## src/rtl/mem_arb.sv

```systemverilog
// Two-port byte-bus arbiter: core vs. debug loader/dumper, with debug anti-starvation
// and a debug-held bus lock. Read data returns one cycle after the granted address.
module mem_arb #(
    parameter int ASZ    = 17,
    parameter int STARVE = 4
) (
    input  logic           clk,
    input  logic           rst,
    // core port
    input  logic           c_req,
    input  logic           c_we,
    input  logic [ASZ-1:0] c_ai,
    input  logic [7:0]     c_vi,
    output logic           c_gnt,
    output logic           c_rvld,
    // debug port
    input  logic           d_req,
    input  logic           d_we,
    input  logic           d_lock,
    input  logic [ASZ-1:0] d_ai,
    input  logic [7:0]     d_vi,
    output logic           d_gnt,
    output logic           d_rvld,
    // RAM byte bus
    output logic [ASZ-1:0] m_ai,
    output logic [7:0]     m_vi,
    output logic           m_we,
    input  logic [7:0]     m_vo,
    output logic [7:0]     rd_vo
);

    localparam int CW = (STARVE < 1) ? 1 : $clog2(STARVE + 1);
    localparam logic [CW-1:0] STARVE_MAX = CW'(STARVE);

    typedef enum logic [1:0] {
        IDLE = 2'd0,
        CORE = 2'd1,
        DBG  = 2'd2,
        LOCK = 2'd3
    } state_t;

    state_t          r_state;
    state_t          w_state_nxt;
    logic [CW-1:0]   r_starve_cnt;
    logic [CW-1:0]   w_starve_nxt;
    logic            r_c_rvld;
    logic            r_d_rvld;
    logic            w_c_gnt;
    logic            w_d_gnt;
    logic            w_lock_hold;

    // The lock only holds while d_lock stays high; the cycle it drops is arbitrated normally.
    assign w_lock_hold = (r_state == LOCK) && d_lock;

    always_comb begin
        w_c_gnt = 1'b0;
        w_d_gnt = 1'b0;
        if (!rst) begin
            if (w_lock_hold) begin
                w_d_gnt = d_req;
            end else begin
                w_c_gnt = c_req && (r_starve_cnt < STARVE_MAX);
                w_d_gnt = d_req && !w_c_gnt;
            end
        end
    end

    always_comb begin
        w_state_nxt = IDLE;
        if (w_d_gnt && d_lock) begin
            w_state_nxt = LOCK;
        end else if (w_lock_hold) begin
            w_state_nxt = LOCK;
        end else if (w_c_gnt) begin
            w_state_nxt = CORE;
        end else if (w_d_gnt) begin
            w_state_nxt = DBG;
        end
    end

    // Counts consecutive denied debug cycles; saturates so debug keeps winning until served.
    always_comb begin
        w_starve_nxt = '0;
        if (d_req && !w_d_gnt) begin
            w_starve_nxt = (r_starve_cnt == STARVE_MAX) ? STARVE_MAX : r_starve_cnt + 1'b1;
        end
    end

    always_ff @(posedge clk) begin
        if (rst) begin
            r_state      <= IDLE;
            r_starve_cnt <= '0;
            r_c_rvld     <= 1'b0;
            r_d_rvld     <= 1'b0;
        end else begin
            r_state      <= w_state_nxt;
            r_starve_cnt <= w_starve_nxt;
            r_c_rvld     <= w_c_gnt && !c_we;
            r_d_rvld     <= w_d_gnt && !d_we;
        end
    end

    assign c_gnt  = w_c_gnt;
    assign d_gnt  = w_d_gnt;
    assign c_rvld = r_c_rvld;
    assign d_rvld = r_d_rvld;
    assign m_ai   = w_d_gnt ? d_ai : c_ai;
    assign m_vi   = w_d_gnt ? d_vi : c_vi;
    assign m_we   = (w_c_gnt && c_we) || (w_d_gnt && d_we);
    assign rd_vo  = m_vo;

endmodule
```

## config.mk

```make
export PLATFORM = sky130hd
export DESIGN_NAME = mem_arb
export DESIGN_NICKNAME = d
export VERILOG_FILES = /design/src/rtl/mem_arb.sv
export SDC_FILE = /design/constraint.sdc
export NUM_CORES = 1
export LEC_CHECK = 0
export ABC_CLOCK_PERIOD_IN_PS = 4000
export CORE_MARGIN = 3
export CORE_UTILIZATION = 27
export DETAILED_ROUTE_END_ITERATION = 8
export HOLD_SLACK_MARGIN = 0.08
export PLACE_DENSITY_LB_ADDON = 0.3
export SLEW_MARGIN = 20
export SYNTH_ARGS = -nofsm -noshare
export SYNTH_HDL_FRONTEND = slang
export SYNTH_SLANG_ARGS = --single-unit
```

## constraint.sdc

```tcl
create_clock -name clk -period 4 [get_ports clk]
set_clock_uncertainty 0.1 [all_clocks]
set_input_delay 0.4 -clock clk [delete_from_list [all_inputs] [get_ports clk]]
set_output_delay 0.4 -clock clk [all_outputs]
set_load 0.05 [all_outputs]
```

==> impl_metrics.tcl, run 1 <==
set metrics [dict create \
    outcome "complete, no violations" \
    area_growth_syn_to_layout_pct 109 \
    clkLatencyLatePin_ps 240 \
    clkPwrFrac_pct 17.4 \
    numClockSinks 7 \
    postCtsSetupBuffers 0 \
    rsz0062_at_grt "no" \
    final_common_cell "clkdlybuf4s50_1" \
    vias 819 \
    rows 18 \
    most-common-layout-cells "86 x clkdlybuf4s50_1, 19 x mux2_4, 7 x dfxtp_1" \
    num_antenna_cells 0 \
    critPathKind "input port to output port" \
    start_util_pct 29.8 \
    fin_crit_sh_pct 83.9 \
    grt_pass1_wl_mm 4.26 \
    cts_hold_buf 0 \
    drcViolationCount 0 \
    critPathRequiredTime_ps 3500 \
    max_cap_viol_count 0 \
    crit_path_end_kind "output port" \
    pwr-share-comb_pct 61.7 \
    path_clk_slew_ps 50 \
    wl_mm 2.95 \
    dp_cells 176 \
    cp.arrival_ps 2860 \
    cts_tree "built" \
    synth_cell_types 21 \
    p_sw_w 0.000132 \
    synth_top_area_share_pct 36.7 \
    vdd.ir_drop.worst_mv 0.243 \
    grt_pass1_vias 823 \
    final_util_pct 62.1 \
    die_h_um 59.7 \
    die_area_mm2 0.00356 \
    hold_viol_final 0 \
    htreeDepth 1 \
    synth_area_um2 778 \
    reg2reg_from "r_starve_cnt[0]$_SDFF_PP0_" \
    core_mm2 0.00261 \
    place_congestion 0.784 \
    grtUsageTotal_pct 16.1 \
    vias_per_cell 4.55 \
    cts_max_path_buffers 2 \
    drive_above_1_share_pct 22.0 \
    switching_share_pct 37.4 \
    drtPass1Iterations 2 \
    synth_fp_nets 136 \
    grt_max_degree 16 \
    ys_ff_latch 7 \
    finalSetupViolCount 0 \
    synth_largest_area_cell "mux2_4" \
    numCtsBuffers 3 \
    finalNetCount 218 \
    ios 103 \
    startpoint "rst" \
    hold_path_startpoint "r_starve_cnt[0]$_SDFF_PP0_" \
    root_buffer "clkbuf_4" \
    drt_iter0_markers 19 \
    die_w_um 59.7 \
    io_buffers 86 \
    p_per_area_mw_per_mm2 218 \
    hp-class "flop to flop" \
    slew_headroom_pct 59.3 \
    slew_viol_final 0 \
    finalNonFillerCells 180 \
    synth.yosys.warnings 0 \
    gr-total-overflow 0 \
    max_freq_ghz 0.298 \
    tns_ps 0 \
    holdWs_ps 372 \
    intPower_w 0.000221 \
    antenna_found_initial 0 \
    p_leak_nw 0.663 \
    critPathLaunchType "input port" \
    wl_per_cell_um 16.4 \
    ant_nets 0 \
    avgSynthCellArea_um2 11.3 \
    p_seq_share_pct 20.9 \
    tightest_slew_ps 609 \
    synth_area_leaders "mux2_4 37%, dfxtp_1 18%, mux2_2 8.7%" \
    ys_seq_area_share_pct 18.0 \
    period_needed_ps 3360 \
    critPathMaxFanout 15 \
    ctsResizeCount 0 \
    dpl.hpwl_mm 2.54 \
    syn_inst 69 \
]
-- power groups by stage --
stage / Sequential (W) / Clock, W / Combinational, W
4_1_cts: 0.0000738 / 0.0000634 / 0.000220
3_5_place_dp: 0.0000752 / 0 / 0.000219
2_1_floorplan: 0.0000773 / 0 / 0.000141
5_1_grt: 0.0000740 / 0.0000672 / 0.000227
6_report: 0.0000738 / 0.0000614 / 0.000218
3_3_place_gp: 0.0000750 / 0 / 0.000217
-- flip-flops by register name, indices dropped and copies added, names as in the netlist --
signal	flops
d_rvld	1
c_rvld	1
r_starve_cnt	3
r_state	2
-- synth_stat cells --
cell type,count
a21o_1,1
a21oi_1,2
a21oi_4,1
and2b_1,1
and2b_4,1
and3_1,3
buf_12,2
buf_4,8
dfxtp_1,7
ha_1,2
inv_1,2
mux2_2,6
mux2_4,19
nand2_1,1
nand2b_1,2
nand2b_4,1
nand3_2,1
nor2_1,4
nor3_1,3
o211ai_1,1
o21ai_0,1
-- stage by stage --
| stage | total power [W] | setup slack (ps) | cell area (um2) |
|---|---|---|---|
| CTS | 0.000357 | 635 | 1620 |
| global placement | 0.000292 | 694 | 1600 |
| global route | 0.000368 | 545 | 1620 |
| finish | 0.000353 | 644 | 1620 |
| detailed placement | 0.000294 | 644 | 1600 |
| floorplan | 0.000219 | 1740 | 778 |
-- worst max-delay path: stages --
cell and delay (ps):
clkdlybuf4s50_1 500, nand2b_4 200, a21oi_4 490, buf_12 240, mux2_4 300, clkdlybuf4s50_1 710
-- path summary, 6_finish.rpt --
path / endpoint / slack (ps) / cells after the start
max: m_vi[5] / 640 / 6
min: r_starve_cnt[0]$_SDFF_PP0_ / 370 / 1
max reg2reg: r_starve_cnt[1]$_SDFF_PP0_ / 2970 / 3
min reg2reg: r_starve_cnt[0]$_SDFF_PP0_ / 370 / 1
-- kinds of logic (layout without fill, tap and decap cells) --
group	count (synthesis)	after routing	share of synthesized area (%)
adder cells (fa/ha/maj)	2	2	3.21
buffers and inverters	12	93	13.8
AO/OA/AOI/OAI	6	6	5.95
flip-flops	7	7	18.0
AND/OR/NAND/NOR	17	17	13.7
multiplexers	25	25	45.3
-- area by class of cell --
type | count | area, um2
Timing Repair Buffer | 87 | 881
Clock buffer | 4 | 26.3
Fill cell | 224 | 990
Multi-Input combinational cell | 50 | 531
Inverter | 2 | 7.51
Tap cell | 30 | 37.5
Sequential cell | 7 | 140
-- per-layer routing --
metal / share of wire (%) / global-route usage [%]
met1: 37 / 17.5
met2: 46 / 27.9
met3: 15 / 6.91
met4: 1.7 / 5.06
met5: 0 / 0
(Power assumes the default switching activity.)
==> run 2: changes to the inputs <==
Settings changed: ABC_CLOCK_PERIOD_IN_PS 4000 to 3400, CORE_UTILIZATION 27 to 25.
Clock period 4 ns to 3.4 ns, I/O delays scaled along.
==> run 2 against run 1 <==
Global-route usage down 3.7 points. Register-to-register slack worse by 600 ps. Die area is 7.2% higher. Via count is 2.6% higher. Wire length down 10%. Count of clock-buffer cells in the layout stayed put. Critical path depth did not move. Total power increased by 30%. Clock power increased by 24%. Core utilization is 0.43 points higher. Highest routed layer unchanged.
==> impl_metrics.tcl, run 2 (synthesis gave the netlist of run 1 again) <==
set metrics [dict create \
    io_buffers 86 \
    reg2reg_slack_ps 2370 \
    critPathTopFamily "buffers and inverters" \
    cts_tree "built" \
    die_w_um 61.8 \
    cp_common_cell "buf_4" \
    die_area_mm2 0.00382 \
    critPathKind "input port to output port" \
    core_mm2 0.00285 \
    slowest_stage "clkdlybuf4s50_1" \
    ios 103 \
    drcViolationCount 0 \
    slew_viol_final 0 \
    vias 840 \
    numCtsBuffers 3 \
    postCtsSetupBuffers 0 \
    power_w 0.000460 \
    cts_max_path_buffers 2 \
    rsz0062_at_grt "no" \
    grt_pass1_wl_mm 3.55 \
    worstHoldPathCells 1 \
    critPathRequiredTime_ps 2960 \
    ant_nets 0 \
    crit_path_end_kind "output port" \
    finalNetCount 218 \
    largest_reg_flops 3 \
    holdPathEnd "r_starve_cnt[0]$_SDFF_PP0_" \
    hold_viol_final 0 \
    clkLatencyLatePin_ps 250 \
    hold_path_startpoint "r_starve_cnt[0]$_SDFF_PP0_" \
    worstPathCellList "clkdlybuf4s50_1 > nand2b_4 > a21oi_4 > buf_4 > mux2_2 > buf_4" \
    numClockSinks 7 \
    path_clk_slew_ps 50 \
    pwr-share-comb_pct 64.7 \
    rows 19 \
    intPower_w 0.000293 \
    path_buf_inv 3 \
    grt_max_degree 27 \
    wl_per_cell_um 14.7 \
    drt_iter0_markers 25 \
    outcome "complete, no violations" \
    layout_setup_ws_ps 818 \
    p_seq_share_pct 18.8 \
    critPathMaxFanout 26 \
    fin_crit_sh_pct 76.0 \
    tightest_slew_ps 505 \
    vdd.ir_drop.worst_mv 0.169 \
    start_util_pct 27.3 \
    crit_path_max_incr_delay_ps 500 \
    reg.largest.list "r_starve_cnt (3), r_state (2)" \
    cp.arrival_ps 2140 \
    final_common_cell "clkdlybuf4s50_1" \
    cts_hold_buf 0 \
    vias_per_cell 4.64 \
    htreeDepth 1 \
    grtUsageTotal_pct 12.4 \
    hp-class "flop to flop" \
    num_antenna_cells 0 \
    grt_pass1_vias 793 \
    p_sw_w 0.000168 \
    place_ws_ps 803 \
    max_freq_ghz 0.387 \
    r2r_cells 3 \
    reg2reg_from "r_starve_cnt[2]$_SDFF_PP0_" \
    r2r_end "r_starve_cnt[0]$_SDFF_PP0_" \
    gr-total-overflow 0 \
    critPathLaunchType "input port" \
    max_cap_viol_count 0 \
    period_needed_ps 2580 \
    finalSetupViolCount 0 \
    die_h_um 61.8 \
    p_per_area_mw_per_mm2 258 \
    most-common-layout-cells "60 x clkdlybuf4s50_1, 19 x mux2_4, 19 x buf_12" \
    switching_share_pct 36.4 \
    drive_above_1_share_pct 39.3 \
    root_buffer "clkbuf_4" \
    p_leak_nw 0.771 \
    place_congestion 0.816 \
    drtPass1Iterations 4 \
    tns_ps 0 \
    clkPwrFrac_pct 16.5 \
    slew_headroom_pct 66.2 \
    regMostFlops "r_starve_cnt" \
    antenna_found_initial 0 \
    dpl.hpwl_mm 2.28 \
    area_growth_syn_to_layout_pct 129 \
    wl_mm 2.65 \
    ctsResizeCount 0 \
]
[run 2: cell count changes in the layout (fill, tap and decap cells not counted), sizes merged]
cell	delta
clkdlybuf4s50	-26
buf	+26
[run 2: layout make-up]
| class | count | area (um2) |
|---|---|---|
| Sequential cell | 7 | 140 |
| Multi-Input combinational cell | 50 | 531 |
| Clock buffer | 4 | 26.3 |
| Fill cell | 241 | 1070 |
| Inverter | 2 | 7.51 |
| Timing Repair Buffer | 87 | 1040 |
| Tap cell | 31 | 38.8 |
[run 2: metal layers]
layer	global-route usage [%]	vias up	part of all wire (%)
met5	0	-	0
met4	4.55	0	0.64
met3	2.89	2	10
met2	23.2	54	51
met1	13.5	385	38
li1	-	399	-
[run 2: worst register-to-register path, stage by stage (launching register included)]
cell     delay [ps]
dfxtp_1         300
and2b_4         270
nand2_1         110
nor3_1          180
[run 2: how the worst max path moves through the flow]
stage,startpoint,end,slack [ps],cells after the start
6_report,rst,m_vi[7],820,6
3_5_place_dp,rst,m_vi[7],800,6
2_1_floorplan,r_starve_cnt[2]$_SDFF_PP0_,m_we,1220,3
3_3_place_gp,d_lock,m_ai[15],850,6
4_1_cts,rst,m_vi[7],800,6
5_1_grt,d_lock,m_vi[2],740,6
[run 2: power by group through the flow]
stage          sequential, W  combinational, W   clock, W
2_1_floorplan      0.0000910          0.000166          0
3_3_place_gp       0.0000883          0.000296          0
3_5_place_dp       0.0000885          0.000300          0
4_1_cts            0.0000867          0.000301  0.0000807
5_1_grt            0.0000870          0.000310  0.0000812
6_report           0.0000868          0.000298  0.0000760
[run 2: stage by stage]
step / utilization, % / area, um2 / std cells / hold WS [ps]
final: 62.5 / 1780 / 181 / 359
after global routing: 62.5 / 1780 / 181 / 408
after CTS: 62.5 / 1780 / 181 / 370
after detailed placement: 61.6 / 1760 / 177 / 360
after global placement: 61.6 / 1760 / 177 / 361
after floorplan: - / 778 / 69 / 312
